### config.mk
export PLATFORM = sky130hd
export DESIGN_NAME = spi_shift_engine_flat
export DESIGN_NICKNAME = d
export VERILOG_FILES = /design/src/rtl/spi_shift_engine_if.sv /design/src/rtl/spi_shift_engine.sv /design/src/flat_wrapper.sv
export SDC_FILE = /design/constraint.sdc
export NUM_CORES = 1
export LEC_CHECK = 0
export CORE_MARGIN = 2
export CORE_UTILIZATION = 28
export DETAILED_ROUTE_END_ITERATION = 12
export MAX_ROUTING_LAYER = met4
export PLACE_DENSITY_LB_ADDON = 0.2
export SLEW_MARGIN = 20
export SYNTH_ARGS = -nofsm -noshare
export SYNTH_HDL_FRONTEND = slang
export SYNTH_SLANG_ARGS = --single-unit
### constraint.sdc
create_clock -name clk -period 4.7 [get_ports clk]
set_input_delay 0.94 -clock clk [delete_from_list [all_inputs] [get_ports clk]]
set_output_delay 0.94 -clock clk [all_outputs]
set_load 0.05 [all_outputs]
### src/rtl/spi_shift_engine_if.sv
// Handshake and lane bundle between the SPI controller and the shift engine.
interface spi_shift_engine_if #(
  parameter int SIZE  = 32,
  parameter int LANES = 4
);
  localparam int CW = $clog2(SIZE) + 1;

  logic [SIZE-1:0]  din;
  logic [CW-1:0]    len;
  logic [1:0]       mode;
  logic             lsb_first;
  logic             load_valid;
  logic             load_ready;
  logic             se;
  logic             abort;
  logic [LANES-1:0] sdo;
  logic [LANES-1:0] sdi;
  logic [SIZE-1:0]  dout;
  logic             done;
  logic             lst_cycle;
  logic             err;

  modport master (
    output din, len, mode, lsb_first,
    output load_valid, se, abort, sdi,
    input  load_ready, sdo, dout,
    input  done, lst_cycle, err
  );

  modport slave (
    input  din, len, mode, lsb_first,
    input  load_valid, se, abort, sdi,
    output load_ready, sdo, dout,
    output done, lst_cycle, err
  );
endinterface

### src/rtl/spi_shift_engine.sv
// Multi-lane SPI shifter: loads a word, shifts it out over 1/2/4 lanes
// with run-time length and bit order, capturing the same bits from sdi.
module spi_shift_engine #(
  parameter int SIZE  = 32,
  parameter int LANES = 4
) (
  input logic clk,
  input logic rst,
  spi_shift_engine_if.slave bus
);
  localparam int CW = $clog2(SIZE) + 1;
  localparam logic [CW-1:0] SZ = CW'(SIZE);
  localparam logic [CW-1:0] LW = CW'(LANES);

  typedef enum logic [1:0] {IDLE, SHIFT, DONE} state_t;

  state_t          state, state_n;
  logic [SIZE-1:0] sreg, sreg_n;
  logic [SIZE-1:0] dout_q, dout_n;
  logic [SIZE-1:0] shifted, sdi_ext, tx;
  logic [CW-1:0]   cnt, cnt_n;
  logic [CW-1:0]   len_q, len_n;
  logic [CW-1:0]   w_cur, w_new;
  logic [1:0]      mode_q, mode_n;
  logic            lsb_q, lsb_n;
  logic            done_q, done_n;
  logic            err_q, err_n;
  logic            legal, take;

  // Lane widths kept as counts so they compare directly against cnt/len
  assign w_cur = CW'(1) << mode_q;
  assign w_new = CW'(1) << bus.mode;

  assign legal = (bus.mode != 2'd3) && (w_new <= LW)
              && (bus.len != '0) && (bus.len <= SZ)
              && ((bus.len & (w_new - CW'(1))) == '0);

  assign bus.load_ready = (state != SHIFT) && !bus.abort;
  assign take           = bus.load_valid && bus.load_ready;
  assign bus.lst_cycle  = (state == SHIFT) && (cnt == w_cur);
  assign bus.dout       = dout_q;
  assign bus.done       = done_q;
  assign bus.err        = err_q;

  always_comb begin
    sdi_ext = '0;
    for (int i = 0; i < LANES; i++) begin
      if (CW'(i) < w_cur) sdi_ext[i] = bus.sdi[i];
    end
  end

  assign shifted = lsb_q ? ((sreg >> w_cur) | (sdi_ext << (SZ - w_cur)))
                         : ((sreg << w_cur) | sdi_ext);

  // MSB-first beats come from the top of the register, right-aligned
  assign tx = lsb_q ? sreg : (sreg >> (SZ - w_cur));

  always_comb begin
    bus.sdo = '0;
    if (state == SHIFT) begin
      for (int i = 0; i < LANES; i++) begin
        if (CW'(i) < w_cur) bus.sdo[i] = tx[i];
      end
    end
  end

  always_comb begin
    state_n = state;
    sreg_n  = sreg;
    dout_n  = dout_q;
    cnt_n   = cnt;
    len_n   = len_q;
    mode_n  = mode_q;
    lsb_n   = lsb_q;
    done_n  = done_q;
    err_n   = 1'b0;
    if (bus.abort) begin
      state_n = IDLE;
      done_n  = 1'b0;
    end else if (take) begin
      if (legal) begin
        state_n = SHIFT;
        sreg_n  = bus.lsb_first ? bus.din : (bus.din << (SZ - bus.len));
        cnt_n   = bus.len;
        len_n   = bus.len;
        mode_n  = bus.mode;
        lsb_n   = bus.lsb_first;
        done_n  = 1'b0;
      end else begin
        err_n = 1'b1;
      end
    end else if (state == SHIFT && bus.se) begin
      sreg_n = shifted;
      cnt_n  = cnt - w_cur;
      if (cnt == w_cur) begin
        state_n = DONE;
        done_n  = 1'b1;
        dout_n  = lsb_q ? (shifted >> (SZ - len_q))
                        : (shifted & ({SIZE{1'b1}} >> (SZ - len_q)));
      end
    end
  end

  always_ff @(posedge clk or posedge rst) begin
    if (rst) begin
      state  <= IDLE;
      sreg   <= '0;
      dout_q <= '0;
      cnt    <= '0;
      len_q  <= '0;
      mode_q <= '0;
      lsb_q  <= 1'b0;
      done_q <= 1'b0;
      err_q  <= 1'b0;
    end else begin
      state  <= state_n;
      sreg   <= sreg_n;
      dout_q <= dout_n;
      cnt    <= cnt_n;
      len_q  <= len_n;
      mode_q <= mode_n;
      lsb_q  <= lsb_n;
      done_q <= done_n;
      err_q  <= err_n;
    end
  end
endmodule

### src/flat_wrapper.sv
// flat-port wrapper written by rule: the top's interface ports become plain ports
module spi_shift_engine_flat 
#(
  parameter int SIZE  = 32,
  parameter int LANES = 4
)
  (clk, rst, bus_din, bus_len, bus_mode, bus_lsb_first, bus_load_valid, bus_se, bus_abort, bus_sdi, bus_load_ready, bus_sdo, bus_dout, bus_done, bus_lst_cycle, bus_err);
  spi_shift_engine_if #(.SIZE(SIZE), .LANES(LANES)) bus_i ();
  input logic clk;
  input logic rst;
  input wire logic [$bits(bus_i.din)-1:0] bus_din;
  input wire logic [$bits(bus_i.len)-1:0] bus_len;
  input wire logic [$bits(bus_i.mode)-1:0] bus_mode;
  input wire logic [$bits(bus_i.lsb_first)-1:0] bus_lsb_first;
  input wire logic [$bits(bus_i.load_valid)-1:0] bus_load_valid;
  input wire logic [$bits(bus_i.se)-1:0] bus_se;
  input wire logic [$bits(bus_i.abort)-1:0] bus_abort;
  input wire logic [$bits(bus_i.sdi)-1:0] bus_sdi;
  output wire logic [$bits(bus_i.load_ready)-1:0] bus_load_ready;
  output wire logic [$bits(bus_i.sdo)-1:0] bus_sdo;
  output wire logic [$bits(bus_i.dout)-1:0] bus_dout;
  output wire logic [$bits(bus_i.done)-1:0] bus_done;
  output wire logic [$bits(bus_i.lst_cycle)-1:0] bus_lst_cycle;
  output wire logic [$bits(bus_i.err)-1:0] bus_err;
  assign bus_i.din = bus_din;
  assign bus_i.len = bus_len;
  assign bus_i.mode = bus_mode;
  assign bus_i.lsb_first = bus_lsb_first;
  assign bus_i.load_valid = bus_load_valid;
  assign bus_i.se = bus_se;
  assign bus_i.abort = bus_abort;
  assign bus_i.sdi = bus_sdi;
  assign bus_load_ready = bus_i.load_ready;
  assign bus_sdo = bus_i.sdo;
  assign bus_dout = bus_i.dout;
  assign bus_done = bus_i.done;
  assign bus_lst_cycle = bus_i.lst_cycle;
  assign bus_err = bus_i.err;
  spi_shift_engine #(.SIZE(SIZE), .LANES(LANES)) u_core (.clk(clk), .rst(rst), .bus(bus_i));
endmodule
# Word-level counts from Yosys, hierarchy flattened
# Cells that the tools add are included.
[classes] shifts=9 mux=32 addsub=5 reduce_logical=18 eq_ne=6 n_mul=0 n_bitwise=6 n_div=0 n_lt_le_gt_ge=6
[ops] op="32-bit 2-to-1 mux" n=6
[ops] op="32-bit by 6-bit left shift with 32-bit output" n=2
[ops] op="32-bit by 6-bit right shift with 32-bit output" n=2
[ops] op="32-bit AND" n=1
[ops] op="32-bit OR" n=1
[ops] op="32-bit by 4-bit OR with 32-bit output" n=1
[ops] op="4-bit by 6-bit left shift with 32-bit output" n=1
[ops] op="32-bit by 6-bit right shift with 32-bit output, first input constant" n=1
[ops] op="32-bit by 6-bit right shift with 4-bit output" n=1
[ops] op="6-bit 2-to-1 mux" n=3
[ops] op="6-bit subtractor, first input constant" n=3
[ops] op="1-bit 2-to-1 mux" n=16
[ops] op="1-bit by 6-bit less-than comparator with 1-bit output, first input constant" n=2
[ops] op="2-bit by 6-bit less-than comparator with 1-bit output, first input constant" n=2
[ops] op="1-bit by 2-bit left shift with 6-bit output, first input constant" n=2
[ops] op="2-bit 2-to-1 mux" n=5
[ops] op="3-bit AND reduction" n=3
[ops] op="1-bit logical AND" n=8
[ops] op="4-bit 2-to-1 mux" n=2
[ops] op="6-bit AND" n=1
[ops] op="6-bit == test" n=1
[ops] op="6-bit by 3-bit less-or-equal comparator with 1-bit output, second input constant" n=1
[ops] op="6-bit less-or-equal comparator, second input constant" n=1
[ops] op="6-bit logical NOT" n=1
[ops] op="other kinds (12)" n=15
[word_totals] output_inout_bits=40 romBits=0 reg_bits=83 n_memories=0 elab_cells=91 ram_bits=0 latchBits=0 in_bits=50

# Logic depth before layout (Yosys ltp)
# Gate-level depths: netlist of the first run.
[logic_depth] ltp_word=9 mapped_depth=16 ltp_nobuf=12

# Worst setup path before layout of the first run
# No wires, ideal clock.
[synth_timing] path_type="input port to flip-flop" start="in bus_len[0]" end="reg u_core.sreg[13]" t_required_ns=4.582 setup_ns=0.118 path_stages=14 arrival_time_ns=4.108 slack_ns=0.474 n_path_buf=6 path_cell_list="buf_2 > buf_2 > buf_2 > inv_1 > ha_1 > clkbuf_1 > buf_2 > clkbuf_1 > mux4_2 > a21oi_1 > mux2i_1 > a221oi_1 > a211oi_1 > a21o_1"
[synth_between] elab_chain_cells=6 elab_cells_between_ends=14 cone_classes="add/sub (1); order compare (1); eq/ne (1); shift (1); mux (3); bitwise (1); reduce/logical (6)"
[synth_lines] element="from (decl)" line_no="flat_wrapper.sv:12" text="input wire logic [$bits(bus_i.len)-1:0] bus_len;"
[synth_lines] element="parallel branches: the longest is 6 deep, another holds 6-bit subtractor"
[synth_lines] element="to (signal assigned)" line_no="spi_shift_engine.sv:117" text="sreg <= sreg_n;"
[synth_lines] element="to (decl)" line_no="spi_shift_engine.sv:18" text="logic [SIZE-1:0] sreg, sreg_n;"
# Several ways; the timed one is not identified. The select of a mux whose other input is x is not followed.
# A chain may end at the register's enable or synchronous reset.

# Worst setup path in the final report of the first run
[layout_timing] start="reg u_core.mode_q[1]" end="out bus_sdo[2]"
[layout_between] elab_chain_cells=6 elab_cells_between_ends=7 cone_classes="add/sub (1); order compare (1); shift (2); mux (3)"
[layout_lines] element="from (decl)" line_no="spi_shift_engine.sv:24" text="logic [1:0] mode_q, mode_n;"
[layout_lines] element="from (signal assigned)" line_no="spi_shift_engine.sv:121" text="mode_q <= mode_n;"
[layout_lines] element="1-bit by 2-bit left shift with 6-bit output (*)" line_no="spi_shift_engine.sv:31" text="assign w_cur = CW'(1) << mode_q;"
[layout_lines] element="6-bit subtractor" line_no="spi_shift_engine.sv:56" text="assign tx = lsb_q ? sreg : (sreg >> (SZ - w_cur));"
[layout_lines] element="32-bit by 6-bit right shift with 4-bit output" line_no="spi_shift_engine.sv:56"
[layout_lines] element="4-bit 2-to-1 mux" line_no="spi_shift_engine.sv:56"
[layout_lines] element="1-bit 2-to-1 mux (*)" line_no="spi_shift_engine.sv:62" text="if (CW'(i) < w_cur) bus.sdo[i] = tx[i];"
[layout_lines] element="4-bit 2-to-1 mux (*)" line_no="spi_shift_engine.sv:60" text="if (state == SHIFT) begin"
[layout_lines] element="to (decl)" line_no="flat_wrapper.sv:20" text="output wire logic [$bits(bus_i.sdo)-1:0] bus_sdo;"
# Mark *: on every way between the ends. The rest lies on a longest branch, timed or not.

==> flow_metrics.env, run 1 <==
export IMPL_slowest_cell_on_the_critical_path="sky130_fd_sc_hd__ha_1"
export IMPL_cap_viol_max_count=0
export IMPL_final_setup_skew_ns=0.0138
export IMPL_grt_setup_unrepaired="false"
export IMPL_clock_tree_from_tritoncts="built"
export IMPL_drive_above_1_share=0.149
export IMPL_dr_total_vias=11424
export IMPL_power_density_cell_area_nw_per_um2=639
export IMPL_report_final_slew_viol_count=0
export IMPL_multiInputGateArea_um2=7710
export IMPL_floorplan_die_area_um2=38700
export IMPL_synth_area_top_cells="sky130_fd_sc_hd__dfrtp_1 20%, sky130_fd_sc_hd__mux4_2 12%, sky130_fd_sc_hd__mux2i_1 8.9%, sky130_fd_sc_hd__nand2_1 6.1%, sky130_fd_sc_hd__o21ai_0 5.9%"
export IMPL_outcome="completed"
export IMPL_area_leader_netlist="sky130_fd_sc_hd__dfrtp_1"
export IMPL_synthesis_area_per_instance_um2=7.94
export IMPL_drt_total_wl_mm=48.4
export IMPL_crit_family="simple AND/OR/NAND/NOR gates"
export IMPL_critPathCaptureType="output pin"
export IMPL_worstPathRequired_ns=3.76
export IMPL_critical_path_n_buffers_inverters=2
export IMPL_detail_route_drc_violations=0
export IMPL_pwr_share_clk=0.101
export IMPL_critical_path_startpoint_type="register"
export IMPL_number_of_enable_flip_flop_cells_after_synthesis=0
export IMPL_drt_initial_drc_count=1311
export IMPL_final_period_utilization=0.938
export IMPL_worst_setup_path_type="reg2out"
export IMPL_ctsResizeCount=0
export IMPL_clock_root_buffer="sky130_fd_sc_hd__clkbuf_16"
export IMPL_data_arrival_time_at_the_worst_slack_endpoint_ns=3.47
export IMPL_post_synth_top_area_fraction=0.197
export IMPL_setup_total_negative_slack_ns=0
export IMPL_worst_rel_slew_slack=0.329
export IMPL_crit_fanout=14
export IMPL_timing_hold_worst_path_depth=2
export IMPL_seq_area_frac_synth=0.197
export IMPL_cts_hold_repair_buffers=0
export IMPL_drt_pass1_iter_count=5
export IMPL_postSynthNetCount=1369
export IMPL_coreArea_um2=36600
export IMPL_cts_reportedPaths_clkPinSlew_ns=0.07
export IMPL_final_core_utilization=0.334
export IMPL_maxClockFrequency_mhz=227
export IMPL_vias_per_cell=6.27
export IMPL_sequentialPowerShare=0.185
export IMPL_cts_buffers=9
export IMPL_final_cell_area_um2=12200
export IMPL_tightestPinTransition_ns=1.00
export IMPL_grt_pass1_wl_mm=72.8
export IMPL_nNetsFinal=1408
export IMPL_gpl_final_weighted_congestion=1.01
export IMPL_synth_warn=0
export IMPL_design_portCount=90
export IMPL_clkSinkCount=82
export IMPL_hpwl_mm=36.5
export IMPL_timing_hold_violations_final=0
export IMPL_area_growth_synth_to_final_pct=17.6
export IMPL_groute_usage_overall=0.256
export IMPL_overall_die_height_um=197
export IMPL_netSwitchingFraction=0.561
export IMPL_combPwrFrac=0.714
export IMPL_synthCells=1309
export IMPL_fillCellCount=3898
export IMPL_path_common_cell="sky130_fd_sc_hd__a21oi_1"
export IMPL_clock_insertion_delay_worst_skew_ns=0.38
export IMPL_postSynth_asyncResetShare=1.00
export IMPL_gr_total_overflow=0
export IMPL_total_power_w=0.00780
export IMPL_placed_area_um2=11900
export IMPL_maximum_number_of_pins_on_one_net_before_global_route_repair=84
export IMPL_num_rows=70
export IMPL_postSynth_topFlopCell="sky130_fd_sc_hd__dfrtp_1"
export IMPL_grt_antenna_before_repair=0
export IMPL_cellInternalPower_w=0.00343
export IMPL_postSynthRegisterBits=82
export IMPL_grt_pass1_vias=10854
export IMPL_synth_area_um2=10400
export IMPL_p_sw_w=0.00438
export IMPL_numPortBuffers=89
export IMPL_hold_path_class="reg2reg"
export IMPL_r2r_cells=12
export IMPL_post_cts_setup_buffers=0
export IMPL_max_clock_path_buffers=2
export IMPL_power_leakage_nw=4.68
export IMPL_die_width_um=197
export IMPL_cells_traversed_along_the_worst_timing_path="or2_1 -> ha_1 -> buf_4 -> mux4_2 -> a21oi_1 -> nor2_1 -> a21oi_1 -> nor3_1 -> buf_12"
export IMPL_ctsHtreeMaxLevel=3
export IMPL_final_min_clock_period_ns=4.41
export IMPL_regArea_um2=2060
export IMPL_antenna_violating_nets_post_route=0
export IMPL_critical_path_max_stage_delay_ns=0.53
export IMPL_initial_core_util=0.284
export IMPL_ir_drop_mv=0.238
export IMPL_routed_wire_length_per_instance_um=26.6
export IMPL_antenna_cells=0
export IMPL_report_final_setup_viol=0
export IMPL_path_depth=9
export IMPL_yosys_cell_types_count=80
[stage by stage]
step           hold slack (ns)  worst slack, ns  std cells
5_1_grt                  0.514            0.174       1821
2_1_floorplan            0.489            0.474       1309
4_1_cts                  0.492            0.390       1821
3_3_place_gp             0.472            0.450       1805
6_report                 0.483            0.292       1821
3_5_place_dp             0.477            0.441       1805
[cells in the final DEF (no fill, tap or decap), types with 22 or more instances in the layout]
cell,Yosys,layout
sky130_fd_sc_hd__o211ai_1,24,24
sky130_fd_sc_hd__mux2_2,30,30
sky130_fd_sc_hd__nor2_1,98,98
sky130_fd_sc_hd__o21ai_0,122,122
sky130_fd_sc_hd__a31oi_1,22,22
sky130_fd_sc_hd__dfrtp_1,82,79
sky130_fd_sc_hd__nor3_1,27,27
sky130_fd_sc_hd__mux2i_1,92,92
sky130_fd_sc_hd__mux4_2,56,56
sky130_fd_sc_hd__nand2_1,169,169
sky130_fd_sc_hd__nand3_1,31,31
sky130_fd_sc_hd__o22ai_1,26,26
sky130_fd_sc_hd__a21oi_1,76,76
sky130_fd_sc_hd__clkdlybuf4s50_1,0,84
sky130_fd_sc_hd__buf_4,8,70
[synthesized netlist by cell type, types with 10 or more instances]
library cell               count
sky130_fd_sc_hd__nand2_1     169
sky130_fd_sc_hd__o21ai_0     122
sky130_fd_sc_hd__nor2_1       98
sky130_fd_sc_hd__mux2i_1      92
sky130_fd_sc_hd__clkbuf_1     89
sky130_fd_sc_hd__dfrtp_1      82
sky130_fd_sc_hd__a21oi_1      76
sky130_fd_sc_hd__mux4_2       56
sky130_fd_sc_hd__nand3_1      31
sky130_fd_sc_hd__mux2_2       30
sky130_fd_sc_hd__nor3_1       27
sky130_fd_sc_hd__o22ai_1      26
sky130_fd_sc_hd__o211ai_1     24
sky130_fd_sc_hd__a31oi_1      22
sky130_fd_sc_hd__nand2b_1     21
sky130_fd_sc_hd__buf_2        20
sky130_fd_sc_hd__inv_1        20
sky130_fd_sc_hd__a211oi_1     17
sky130_fd_sc_hd__a221oi_1     13
sky130_fd_sc_hd__a22oi_1      13
sky130_fd_sc_hd__o31ai_1      13
sky130_fd_sc_hd__a32oi_1      12
sky130_fd_sc_hd__nor4_1       12
sky130_fd_sc_hd__and3_1       11
sky130_fd_sc_hd__and2_1       10
sky130_fd_sc_hd__ha_1         10
sky130_fd_sc_hd__nor2b_1      10
[power by group through the flow]
stage               logic (W)  clock network (W)  registers, W
floorplan             0.00352                  0       0.00123
global placement      0.00543                  0       0.00144
detailed placement    0.00539                  0       0.00143
CTS                   0.00541           0.000804       0.00142
global route          0.00590           0.000827       0.00147
finish                0.00557           0.000790       0.00144
[worst min-delay path, stage by stage (launching register included)]
cell	delay [ns]
sky130_fd_sc_hd__dfrtp_1	0.34
sky130_fd_sc_hd__nand2_1	0.05
sky130_fd_sc_hd__o21ai_1	0.06
[cell type report]
cell class                 count  share of cell area
clock buffer                  11              0.0190
clock inverter                 5             0.00655
inverter                      22             0.00686
multi-input combinational   1073               0.631
sequential                    82               0.168
tap                          468              0.0479
timing repair buffer         160               0.120
[state kept, by name, summed over array words and instances, names as in the netlist]
signal and flops:
u_core.lsb_q 1, u_core.len_q 6, u_core.cnt 6, u_core.state 2, u_core.bus.dout 32, u_core.mode_q 2, u_core.sreg 32, u_core.bus.err 1
[metal layers]
| layer | global-route usage | up-vias | routed length, µm | share of wire |
|---|---|---|---|---|
| met3 | 0.0474 | 70 | 3880 | 0.080 |
| met5 | - | - | 0 | 0 |
| met1 | 0.366 | 5664 | 22500 | 0.47 |
| met4 | 0.0799 | 0 | 1360 | 0.028 |
| li1 | - | 5090 | - | - |
| met2 | 0.365 | 600 | 20600 | 0.43 |
[kinds of logic (layout without fill, tap and decap cells)]
family,count (synthesis),after routing,share of synthesized area
AND/OR/NAND/NOR,437,437,0.197
AO/OA/AOI/OAI,435,435,0.276
multiplexers,179,179,0.244
flip-flops,82,82,0.197
adder cells (fa/ha/maj),10,10,0.0120
buffers and inverters,154,198,0.0640
XOR/XNOR,12,12,0.0101
[path summary, 6_finish.rpt]
check | slack [ns] | startpoint | to
max | 0.29 | u_core.mode_q[1] | bus_sdo[2]
min | 0.48 | u_core.bus.dout[23] | u_core.bus.dout[23]
max reg2reg | 0.72 | u_core.mode_q[1] | u_core.bus.dout[14]
min reg2reg | 0.48 | u_core.bus.dout[23] | u_core.bus.dout[23]
max in group asynchronous | 3.02 | rst | u_core.mode_q[1]
min in group asynchronous | 0.80 | rst | u_core.sreg[25]
Note: power is estimated with default switching activity, not from simulation.
==> run 2: changes to the inputs <==
--- a/config.mk
+++ b/config.mk
@@ -6,7 +6,7 @@
 export NUM_CORES = 1
 export LEC_CHECK = 0
 export CORE_MARGIN = 2
-export CORE_UTILIZATION = 28
+export CORE_UTILIZATION = 51
 export DETAILED_ROUTE_END_ITERATION = 12
 export MAX_ROUTING_LAYER = met4
 export PLACE_DENSITY_LB_ADDON = 0.2
==> run 2 against run 1 <==
Via count up 3.9%. Sequential power about the same. Largest cell class unchanged. Sequential share of layout area up 0.47 points. Register-to-register slack worse by 0.14 ns. Clock-buffer cell count down 2. Clock skew up 0.0044 ns. Critical path type unchanged. Die area down 44%.
==> flow_metrics.env, run 2 (synthesis results as in run 1) <==
export IMPL_gr_usage_met3=0.0792
export IMPL_fin_hold_ws_ns=0.481
export IMPL_data_arrival_time_at_the_worst_slack_endpoint_ns=3.42
export IMPL_layout_commonest_cell="sky130_fd_sc_hd__nand2_1"
export IMPL_vias_per_cell=7.38
export IMPL_num_rows=52
export IMPL_met2_usage=0.598
export IMPL_critical_path_startpoint_type="register"
export IMPL_drt_total_wl_mm=45.0
export IMPL_post_cts_setup_buffers=0
export IMPL_design_portCount=90
export IMPL_outcome="completed"
export IMPL_grt_pass1_wl_mm=68.5
export IMPL_placed_area_um2=11500
export IMPL_cts_hold_repair_buffers=0
export IMPL_groute_usage_overall=0.426
export IMPL_p_sw_w=0.00443
export IMPL_clock_tree_from_tritoncts="built"
export IMPL_combPwrFrac=0.700
export IMPL_max_clock_path_buffers=2
export IMPL_worst_rel_slew_slack=0.331
export IMPL_final_min_clock_period_ns=4.36
export IMPL_maximum_number_of_pins_on_one_net_before_global_route_repair=60
export IMPL_grt_setup_unrepaired="false"
export IMPL_ir_drop_mv=0.332
export IMPL_power_leakage_nw=4.63
export IMPL_fraction_of_met1_tracks_used_by_global_routing=0.607
export IMPL_coreArea_um2=20100
export IMPL_worstPathRequired_ns=3.76
export IMPL_slowest_cell_on_the_critical_path="sky130_fd_sc_hd__clkdlybuf4s50_1"
export IMPL_gpl_final_weighted_congestion=1.05
export IMPL_report_final_slew_viol_count=0
export IMPL_grt_pass1_vias=10759
export IMPL_critical_path_max_stage_delay_ns=0.83
export IMPL_routed_wire_length_per_instance_um=28.0
export IMPL_hold_path_class="reg2reg"
export IMPL_detail_route_drc_violations=0
export IMPL_cts_buffers=9
export IMPL_clock_insertion_delay_worst_skew_ns=0.36
export IMPL_overall_die_height_um=147
export IMPL_area_growth_synth_to_final_pct=14.4
export IMPL_power_density_cell_area_nw_per_um2=660
export IMPL_grt_busiest_layer="met1"
export IMPL_highest_count_cells_in_the_layout_ignoring_fill_and_taps="169 x sky130_fd_sc_hd__nand2_1, 122 x sky130_fd_sc_hd__o21ai_0, 98 x sky130_fd_sc_hd__nor2_1"
export IMPL_total_power_w=0.00785
export IMPL_numPortBuffers=89
export IMPL_critical_path_startpoint="u_core.mode_q[1]"
export IMPL_pwr_share_clk=0.112
export IMPL_ctsHtreeMaxLevel=3
export IMPL_final_core_utilization=0.591
export IMPL_timing_hold_violations_final=0
export IMPL_drt_initial_drc_count=2181
export IMPL_critPathCaptureType="output pin"
export IMPL_die_width_um=147
export IMPL_setup_total_negative_slack_ns=0
export IMPL_drive_above_1_share=0.140
export IMPL_final_cell_area_um2=11900
export IMPL_cells_traversed_along_the_worst_timing_path="or2_1 -> inv_1 -> ha_1 -> nand3_1 -> nor4_1 -> and2_1 -> clkdlybuf4s50_1"
export IMPL_floorplan_die_area_um2=21500
export IMPL_report_final_setup_viol=0
export IMPL_final_period_utilization=0.929
export IMPL_drt_pass1_iter_count=8
export IMPL_clock_root_buffer="sky130_fd_sc_hd__clkbuf_16"
export IMPL_maxClockFrequency_mhz=229
export IMPL_cellInternalPower_w=0.00342
export IMPL_antenna_violating_nets_post_route=0
export IMPL_clkSinkCount=82
export IMPL_timing_hold_worst_start="u_core.bus.dout[30]"
export IMPL_sequentialPowerShare=0.188
export IMPL_netSwitchingFraction=0.564
export IMPL_ctsResizeCount=0
export IMPL_initial_core_util=0.517
export IMPL_final_setup_skew_ns=0.0182
export IMPL_tightestPinTransition_ns=0.996
export IMPL_grt_antenna_before_repair=1
export IMPL_worst_setup_path_type="reg2out"
export IMPL_timing_rr_start="u_core.mode_q[1]"
export IMPL_cts_reportedPaths_clkPinSlew_ns=0.07
export IMPL_crit_fanout=24
export IMPL_dr_total_vias=11871
export IMPL_gr_total_overflow=0
export IMPL_hpwl_mm=33.5
export IMPL_cap_viol_max_count=0
export IMPL_nNetsFinal=1392
export IMPL_fillCellCount=1830
## run 2: cell types whose count changed in the layout (fill, tap and decap cells not counted), sizes merged
| cell | delta |
|---|---|
| buf | -16 |
| bufinv | +1 |
| clkbuf | -2 |
| clkinv | -1 |
| clkinvlp | -2 |
| diode | +1 |
| inv | +4 |
## run 2: critical path, delay by kind of cell (launching register included)
family | cells | cell delay, ns
simple gates | 4 | 0.95
buf+inv | 2 | 1.10
fa+ha+maj | 1 | 0.39
flops | 1 | 0.61
## run 2: cell type report
cell class	instances	area, µm²	area share
clock buffers	9	225	0.0189
flip-flops and latches	82	2060	0.173
diodes	1	2.50	0.000210
repair buffers	144	1350	0.114
clock inverters	7	130	0.0109
multi-input cells	1073	7700	0.648
inverters	22	83.8	0.00705
well taps	270	338	0.0284
## run 2: metal layers
metal | part of all wire | vias to the layer above
li1 | - | 5063
met1 | 0.40 | 5610
met2 | 0.41 | 1009
met3 | 0.13 | 189
met4 | 0.054 | 0
met5 | 0 | -
## run 2: power by group through the flow
stage	sequential (W)	combinational (W)	clock (W)
3_5_place_dp	0.00144	0.00521	0
5_1_grt	0.00148	0.00571	0.000912
6_report	0.00147	0.00549	0.000881
4_1_cts	0.00143	0.00524	0.000880
2_1_floorplan	0.00123	0.00352	0
3_3_place_gp	0.00143	0.00522	0
## run 2: worst paths after layout
kind,slack (ns),to,cells after the start
worst max-delay path,0.34,bus_lst_cycle,7
worst min-delay path,0.48,u_core.bus.dout[30],2
min in group asynchronous,1.08,u_core.bus.dout[29],2
worst min register to register,0.48,u_core.bus.dout[30],2
worst max register to register,0.58,u_core.bus.dout[1],10
max in group asynchronous,2.64,u_core.sreg[13],3
## run 2: metrics by stage
stage	worst slack [ns]	cells
2_1_floorplan	0.474	1309
3_3_place_gp	0.688	1591
3_5_place_dp	0.662	1591
4_1_cts	0.376	1607
5_1_grt	0.195	1607
6_report	0.335	1608
